### src/rtl/bcd_updown_counter_if.sv
// Control and status bundle for the multi-digit BCD up/down counter.
interface bcd_updown_counter_if #(
  parameter int unsigned DIGITS = 2
);

  localparam int unsigned W = 4 * DIGITS;

  logic         clr;
  logic         load;
  logic [W-1:0] load_val;
  logic         en;
  logic         up_dn;
  logic [W-1:0] count;
  logic         tc;
  logic         wrap;
  logic         load_err;

  // Controller side: issues commands, observes count and pulses.
  modport master (
    output clr,
    output load,
    output load_val,
    output en,
    output up_dn,
    input  count,
    input  tc,
    input  wrap,
    input  load_err
  );

  // Counter side.
  modport slave (
    input  clr,
    input  load,
    input  load_val,
    input  en,
    input  up_dn,
    output count,
    output tc,
    output wrap,
    output load_err
  );

endinterface

### src/rtl/bcd_updown_counter.sv
// Parametrised multi-digit BCD up/down counter with programmable modulus,
// synchronous clear, validated parallel load and cascade terminal count.
module bcd_updown_counter #(
  parameter int unsigned DIGITS  = 2,
  parameter int unsigned MODULUS = 100
) (
  input  logic                 clk,
  input  logic                 rstb,
  bcd_updown_counter_if.slave  bus
);

  localparam int unsigned W = 4 * DIGITS;

  // 10^n, used only to bound MODULUS at elaboration.
  function automatic int unsigned pow10(input int unsigned n);
    int unsigned r;
    r = 1;
    for (int unsigned i = 0; i < n; i++) begin
      r = r * 10;
    end
    return r;
  endfunction

  // Elaboration-time BCD encoding of a constant.
  function automatic logic [W-1:0] to_bcd(input int unsigned v);
    logic [W-1:0] r;
    int unsigned  rem;
    r   = '0;
    rem = v;
    for (int unsigned i = 0; i < DIGITS; i++) begin
      r[4*i +: 4] = 4'(rem % 10);
      rem         = rem / 10;
    end
    return r;
  endfunction

  localparam int unsigned  MOD_LIMIT = pow10(DIGITS);
  localparam logic [W-1:0] MAX_BCD   = to_bcd(MODULUS - 1);

  // Reject illegal parameterisations at elaboration.
  if (DIGITS < 1 || DIGITS > 8) begin : g_bad_digits
    $error("bcd_updown_counter: DIGITS=%0d outside 1..8", DIGITS);
  end
  if (MODULUS < 2 || MODULUS > MOD_LIMIT) begin : g_bad_modulus
    $error("bcd_updown_counter: MODULUS=%0d outside 2..10^DIGITS", MODULUS);
  end

  logic [W-1:0] count_q;
  logic [W-1:0] count_d;
  logic         wrap_q;
  logic         wrap_d;
  logic         err_q;
  logic         err_d;
  logic [W-1:0] inc_val;
  logic [W-1:0] dec_val;
  logic         load_ok;
  logic         at_max;
  logic         at_zero;

  assign at_max  = (count_q == MAX_BCD);
  assign at_zero = (count_q == '0);

  // Per-digit increment with a ripple carry; a 9 rolls to 0 and carries on.
  always_comb begin : p_incr
    logic carry;
    carry   = 1'b1;
    inc_val = count_q;
    for (int unsigned i = 0; i < DIGITS; i++) begin
      if (carry) begin
        if (count_q[4*i +: 4] == 4'd9) begin
          inc_val[4*i +: 4] = 4'd0;
        end else begin
          inc_val[4*i +: 4] = count_q[4*i +: 4] + 4'd1;
          carry             = 1'b0;
        end
      end
    end
  end

  // Per-digit decrement with a ripple borrow; a 0 rolls to 9 and borrows on.
  always_comb begin : p_decr
    logic borrow;
    borrow  = 1'b1;
    dec_val = count_q;
    for (int unsigned i = 0; i < DIGITS; i++) begin
      if (borrow) begin
        if (count_q[4*i +: 4] == 4'd0) begin
          dec_val[4*i +: 4] = 4'd9;
        end else begin
          dec_val[4*i +: 4] = count_q[4*i +: 4] - 4'd1;
          borrow            = 1'b0;
        end
      end
    end
  end

  // A load is legal only when every digit is BCD and the value is in range;
  // with all digits valid, BCD ordering matches numeric ordering.
  always_comb begin : p_load_check
    load_ok = 1'b1;
    for (int unsigned i = 0; i < DIGITS; i++) begin
      if (bus.load_val[4*i +: 4] > 4'd9) begin
        load_ok = 1'b0;
      end
    end
    if (bus.load_val > MAX_BCD) begin
      load_ok = 1'b0;
    end
  end

  // Next-state selection with clr > load > en priority.
  always_comb begin : p_next
    count_d = count_q;
    wrap_d  = 1'b0;
    err_d   = 1'b0;
    if (bus.clr) begin
      count_d = '0;
    end else if (bus.load) begin
      if (load_ok) begin
        count_d = bus.load_val;
      end else begin
        err_d = 1'b1;
      end
    end else if (bus.en) begin
      if (bus.up_dn) begin
        if (at_max) begin
          count_d = '0;
          wrap_d  = 1'b1;
        end else begin
          count_d = inc_val;
        end
      end else begin
        if (at_zero) begin
          count_d = MAX_BCD;
          wrap_d  = 1'b1;
        end else begin
          count_d = dec_val;
        end
      end
    end
  end

  // State and pulse registers.
  always_ff @(posedge clk or negedge rstb) begin : p_regs
    if (!rstb) begin
      count_q <= '0;
      wrap_q  <= 1'b0;
      err_q   <= 1'b0;
    end else begin
      count_q <= count_d;
      wrap_q  <= wrap_d;
      err_q   <= err_d;
    end
  end

  assign bus.count    = count_q;
  assign bus.wrap     = wrap_q;
  assign bus.load_err = err_q;
  // Terminal count has no latency so the next stage steps on the wrap edge.
  assign bus.tc       = bus.en & (bus.up_dn ? at_max : at_zero);

endmodule

### src/flat_wrapper.sv
// flat-port wrapper written by rule: the top's interface ports become plain ports
module bcd_updown_counter_flat 
#(
  parameter int unsigned DIGITS  = 2,
  parameter int unsigned MODULUS = 100
)
  (clk, rstb, bus_clr, bus_load, bus_load_val, bus_en, bus_up_dn, bus_count, bus_tc, bus_wrap, bus_load_err);
  bcd_updown_counter_if #(.DIGITS(DIGITS)) bus_i ();
  input  logic clk;
  input  logic rstb;
  input wire logic [$bits(bus_i.clr)-1:0] bus_clr;
  input wire logic [$bits(bus_i.load)-1:0] bus_load;
  input wire logic [$bits(bus_i.load_val)-1:0] bus_load_val;
  input wire logic [$bits(bus_i.en)-1:0] bus_en;
  input wire logic [$bits(bus_i.up_dn)-1:0] bus_up_dn;
  output wire logic [$bits(bus_i.count)-1:0] bus_count;
  output wire logic [$bits(bus_i.tc)-1:0] bus_tc;
  output wire logic [$bits(bus_i.wrap)-1:0] bus_wrap;
  output wire logic [$bits(bus_i.load_err)-1:0] bus_load_err;
  assign bus_i.clr = bus_clr;
  assign bus_i.load = bus_load;
  assign bus_i.load_val = bus_load_val;
  assign bus_i.en = bus_en;
  assign bus_i.up_dn = bus_up_dn;
  assign bus_count = bus_i.count;
  assign bus_tc = bus_i.tc;
  assign bus_wrap = bus_i.wrap;
  assign bus_load_err = bus_i.load_err;
  bcd_updown_counter #(.DIGITS(DIGITS), .MODULUS(MODULUS)) u_core (.clk(clk), .rstb(rstb), .bus(bus_i));
endmodule
### config.mk
export PLATFORM = sky130hd
export DESIGN_NAME = bcd_updown_counter_flat
export DESIGN_NICKNAME = d
export VERILOG_FILES = /design/src/rtl/bcd_updown_counter_if.sv /design/src/rtl/bcd_updown_counter.sv /design/src/flat_wrapper.sv
export SDC_FILE = /design/constraint.sdc
export NUM_CORES = 1
export LEC_CHECK = 0
export ABC_AREA = 1
export CAP_MARGIN = 10
export CORE_UTILIZATION = 43
export DETAILED_ROUTE_END_ITERATION = 7
export PLACE_DENSITY = 0.79
export SYNTH_ARGS = -nofsm -noshare
export SYNTH_HDL_FRONTEND = slang
export SYNTH_SLANG_ARGS = --single-unit
### constraint.sdc
create_clock -name clk -period 1.5 [get_ports clk]
set_input_delay 0.45 -clock clk [delete_from_list [all_inputs] [get_ports clk]]
set_output_delay 0.45 -clock clk [all_outputs]
set_load 0.05 [all_outputs]
; Word-level counts from Yosys, hierarchy flattened
; Index checks and enable logic that the tools add are counted.
[totals]
regBits = 10
inputBits = 14
out_inout_bits = 11
word_cells = 52
[classes]
n_addsub = 4
n_lt_le_gt_ge = 3
n_eq_ne = 5
muxes = 28
n_bitwise = 1
reduce_logical = 7
[ops]
columns = cell, count
row1 = $mux 8, 7
row2 = $mux 4, 6
row3 = $mux 1, 15
row4 = $add 4x1->4 const B, 2
row5 = $eq 4x4->1 const B, 2
row6 = $eq 8x8->1 const B, 1
row7 = $gt 4x4->1 const B, 2
row8 = $gt 8x8->1 const B, 1
row9 = $logic_not 4->1, 2
row10 = $logic_not 8->1, 1
row11 = $sub 4x1->4 const B, 2
row12 = $ne 5x3->1 const B, 1
row13 = $reduce_bool 5->1, 1
row14 = $reduce_and 4->1, 1
row15 = $ne 3x2->1 const B, 1
row16 = $reduce_bool 3->1, 1
row17 = $reduce_and 2->1, 1
row18 = $and 1x1->1, 1

; Depth between registers and ports, before layout
[logic_depth]
depth_word = 8
depth_mapped = 9
depth_no_buf = 9

; Worst setup path before layout
; No wires, ideal clock.
[synth_path]
kind = flip-flop to output port
from = register u_core.count_q[4], in the netlist u_core.bus.count[4]
to = output bus_tc
arrival_ns = 1.709
t_required_ns = 1.050
setup_slack_ns = -0.659
path_stages_with_launch = 7
path_buffers = 0
path_cell_list = dfrtp_1 inv_1 ha_1 nand3_1 o22ai_1 nand3_1 inv_1
[synth_via]
elab_chain_len = 3
elab_cells_between_ends = 4
cone_classes = eq/ne: 1 / mux: 1 / bitwise: 1 / reduce/logical: 1
[synth_rtl]
columns = element, line_no
row1 = start: declaration, bcd_updown_counter.sv:48  ; logic [W-1:0] count_q;
row2 = start signal: assignment, bcd_updown_counter.sv:150  ; count_q <= count_d;
row3 = $eq 8x8->1 or $logic_not 8->1 (tied branches), "bcd_updown_counter.sv:60, bcd_updown_counter.sv:61"
row4 = $mux 1 *, bcd_updown_counter.sv:160  ; assign bus.tc = bus.en & (bus.up_dn ? at_max : at_zero);
row5 = $and 1x1->1 *, bcd_updown_counter.sv:160
row6 = end: declaration, flat_wrapper.sv:17  ; output wire logic [$bits(bus_i.tc)-1:0] bus_tc;
; Mark *: on every way between the ends. The rest lies on a longest branch, timed or not.

; Worst setup path after layout
; Ends and elaborated chain as after synthesis.

==> results_dict.tcl <==
set metrics [dict create \
    grt_pass1_wl_um 4395 \
    clk_path_buf_depth 2 \
    row_count 16 \
    coreArea_um2 1982 \
    path_clk_slew_ns 0.07 \
    synthCells 148 \
    tightestPinTransition_ns 0.4236 \
    insertion_delay_ns 0.27 \
    yosysSeqAreaShare_pct 27.36 \
    routed-wl-met2_um 1571 \
    combPwrFrac_pct 62.7 \
    status "complete, but fails checks" \
    endpoint_kind "output port" \
    via_per_inst 5.198 \
    p_sw_share_pct 42.00 \
    die_w_um 48.12 \
    layout_common_cells "nand2_1, buf_4, nor2_1" \
    maxCapViolations 0 \
    critPathRequiredTime_ns 1.05 \
    synth_top_area_share_pct 27.36 \
    fmax_mhz 498.1 \
    register_area_um2 259.0 \
    wl_met3_um 119 \
    drive_gt1_share_pct 40.48 \
    reg2reg_depth 8 \
    postRouteAntennaNets 0 \
    clock_skew_ns 0.007143 \
    grt_overflow 0 \
    top_layer "met4" \
    ys_ff_latch 10 \
    cts_made_buffers 3 \
    finalCritPeriodShare_pct 133.8 \
    wire_per_inst_um 13.15 \
    antennaDiodeCount 0 \
    syn_avg_cell_area_um2 6.180 \
    synth_area_leader_cell "dfrtp_1" \
    p_sw_mw 0.6055 \
    regToRegEndpoint "u_core.bus.count[5]$_DFFE_PN0P_" \
    final_common_cell "nand2_1" \
    crit_path_frequent_cell "nand3_2" \
    clockPowerShare_pct 13.7 \
    htree_levels 1 \
    cts_sinks 10 \
    routed_wl_um 3116 \
    hold_class "in2async" \
    cts_tree "yes" \
    drtIter0Drc 58 \
    dpl-instance-area_um2 1538 \
    initial_core_util_pct 46.15 \
    gr-usage-all-layers_pct 27.70 \
    dpl.hpwl_um 2283 \
    grt_pass1_vias 1025 \
    dr.pass1.iters 4 \
    ys_types 18 \
    drc 0 \
    setup_ws_ns -0.5077 \
    start_kind "flip-flop" \
    synth_fp_nets 166 \
    syn_area_um2 914.6 \
    dieArea_um2 2316 \
    n_fill_cell 113 \
    ioPinCount 25 \
    cpPeakStageDelay_ns 0.45 \
    critPathMaxFanout 3 \
    wl_met1_um 1381 \
    num_vias 1232 \
    reg2reg_slack_ns -0.14 \
    rsz0062_at_grt "yes" \
    crit_type "reg2out" \
    hold_viol 0 \
    ir_drop_mv 0.5864 \
    synth.area.top_cells "dfrtp_1, nand2_1, nor2_1" \
    crit_chain "inv_4 > ha_4 > nand3_2 > o22ai_2 > nand3_2 > clkinvlp_4 > buf_12" \
    grt_max_degree 11 \
    seqPwrFrac_pct 23.7 \
    slowest_stage "dfrtp_2" \
    r2r-start "u_core.bus.count[4]$_DFFE_PN0P_" \
    globalplace.congestion 0.8944 \
    crit_family "flip-flops" \
    yosysWarnings 0 \
    relSlewSlack_pct 71.67 \
    antenna_found_initial 0 \
    port_buffers 24 \
    power_density_nw_per_um2 857.4 \
    setup_viol 3 \
    areaGrowthSynthToFinish_pct 83.86 \
    die_h_um 48.12 \
    period_needed_ns 2.008 \
    hold_ws_ns 0.4771 \
    violations "setup timing" \
    finish.instance_area_um2 1682 \
    p_int_mw 0.8363 \
    multi_input_area_um2 671.9 \
    nets 229 \
    root_buffer "clkbuf_4" \
    crit_buf_inv 3 \
    drv_slew 0 \
    worstPathArrival_ns 1.56 \
    p_leak_nw 0.8325 \
]
-- per-stage QoR --
stage          instances  setup TNS [ns]  worst slack (ns)  utilization (%)  power (mW)
2_1_floorplan        148         -0.3576           -0.3576                -      0.7421
3_5_place_dp         227          -3.271           -0.6221            77.59       1.165
6_report             237         -0.7573           -0.5077            84.85       1.442
4_1_cts              233         -0.5527           -0.5500            81.06       1.392
5_1_grt              237         -0.9261           -0.5488            84.85       1.518
3_3_place_gp         227          -2.800           -0.5758            77.59       1.143
-- how the worst max path moves through the flow --
stage                                               start      to  slack [ns]  depth (start not counted)
final                     u_core.bus.count[4]$_DFFE_PN0P_  bus_tc       -0.51                          7
after global routing      u_core.bus.count[4]$_DFFE_PN0P_  bus_tc       -0.55                          7
after floorplan           u_core.bus.count[4]$_DFFE_PN0P_  bus_tc       -0.36                          6
after global placement                          bus_up_dn  bus_tc       -0.58                          6
after CTS                 u_core.bus.count[5]$_DFFE_PN0P_  bus_tc       -0.55                          7
after detailed placement                        bus_up_dn  bus_tc       -0.62                          6
-- power groups by stage --
stage | Combinational [mW] | Clock (mW) | Sequential (mW)
floorplan | 0.273 | 0 | 0.469
finish | 0.904 | 0.197 | 0.341
CTS | 0.852 | 0.200 | 0.340
global route | 0.966 | 0.207 | 0.344
global placement | 0.800 | 0 | 0.343
detailed placement | 0.821 | 0 | 0.344
-- kinds of logic after synthesis --
| logic type | count (synthesis) | share of synthesized area [%] |
|---|---|---|
| DFF | 10 | 27.36 |
| buffers and inverters | 16 | 7.661 |
| and+or+nand+nor | 96 | 47.33 |
| adders and majority gates | 4 | 5.472 |
| AOI/OAI and AO/OA | 22 | 12.18 |
-- layer usage --
layer | vias to the layer above | track usage, %
met5 | - | 0
met4 | 0 | 11.11
met3 | 5 | 2.963
met2 | 57 | 47.30
met1 | 565 | 35.57
li1 | 605 | -
-- synth_stat cells --
cell type	count
nand2_4	1
nor2_4	2
nand3_2	1
nand2_1	42
nand2_2	2
a21oi_1	5
nor2_1	25
or2_2	3
inv_2	2
ha_1	4
nand4_1	4
nand3_1	15
o22ai_1	1
o21ai_0	16
inv_1	13
dfrtp_1	10
nor2_2	1
clkbuf_8	1
-- layout make-up --
class	instances	share of cell area, %
multi-input cells	122	39.96
inverters	15	3.869
clock buffers	4	1.563
well taps	27	2.009
repair inverters	1	0.2976
repair buffers	58	36.90
flip-flops and latches	10	15.40
-- sequential cells by signal, summed over array words and instances (netlist names) --
| signal | flops |
|---|---|
| u_core.bus.count | 8 |
| u_core.bus.load_err | 1 |
| u_core.bus.wrap | 1 |
-- what timing repair did --
action                                  in CTS  in global routing
setup buffers                                3                  3
pin swaps                                    2                  8
endpoints found under the setup margin       7                 11
endpoints found under the hold margin        0                  0
gates resized for setup                      6                 21
gates cloned                                 0                  1
hold buffers                                 0                  0
-- worst reg2reg max path, delay by kind of cell, from the launching register on --
family / cells / cell delay (ns)
AND/OR/NAND/NOR: 3 / 0.44
AO/OA/AOI/OAI: 2 / 0.19
adder cells (fa/ha/maj): 1 / 0.16
buffers and inverters: 2 / 0.28
flip-flops: 1 / 0.45
Note: power is estimated with default switching activity, not from simulation.
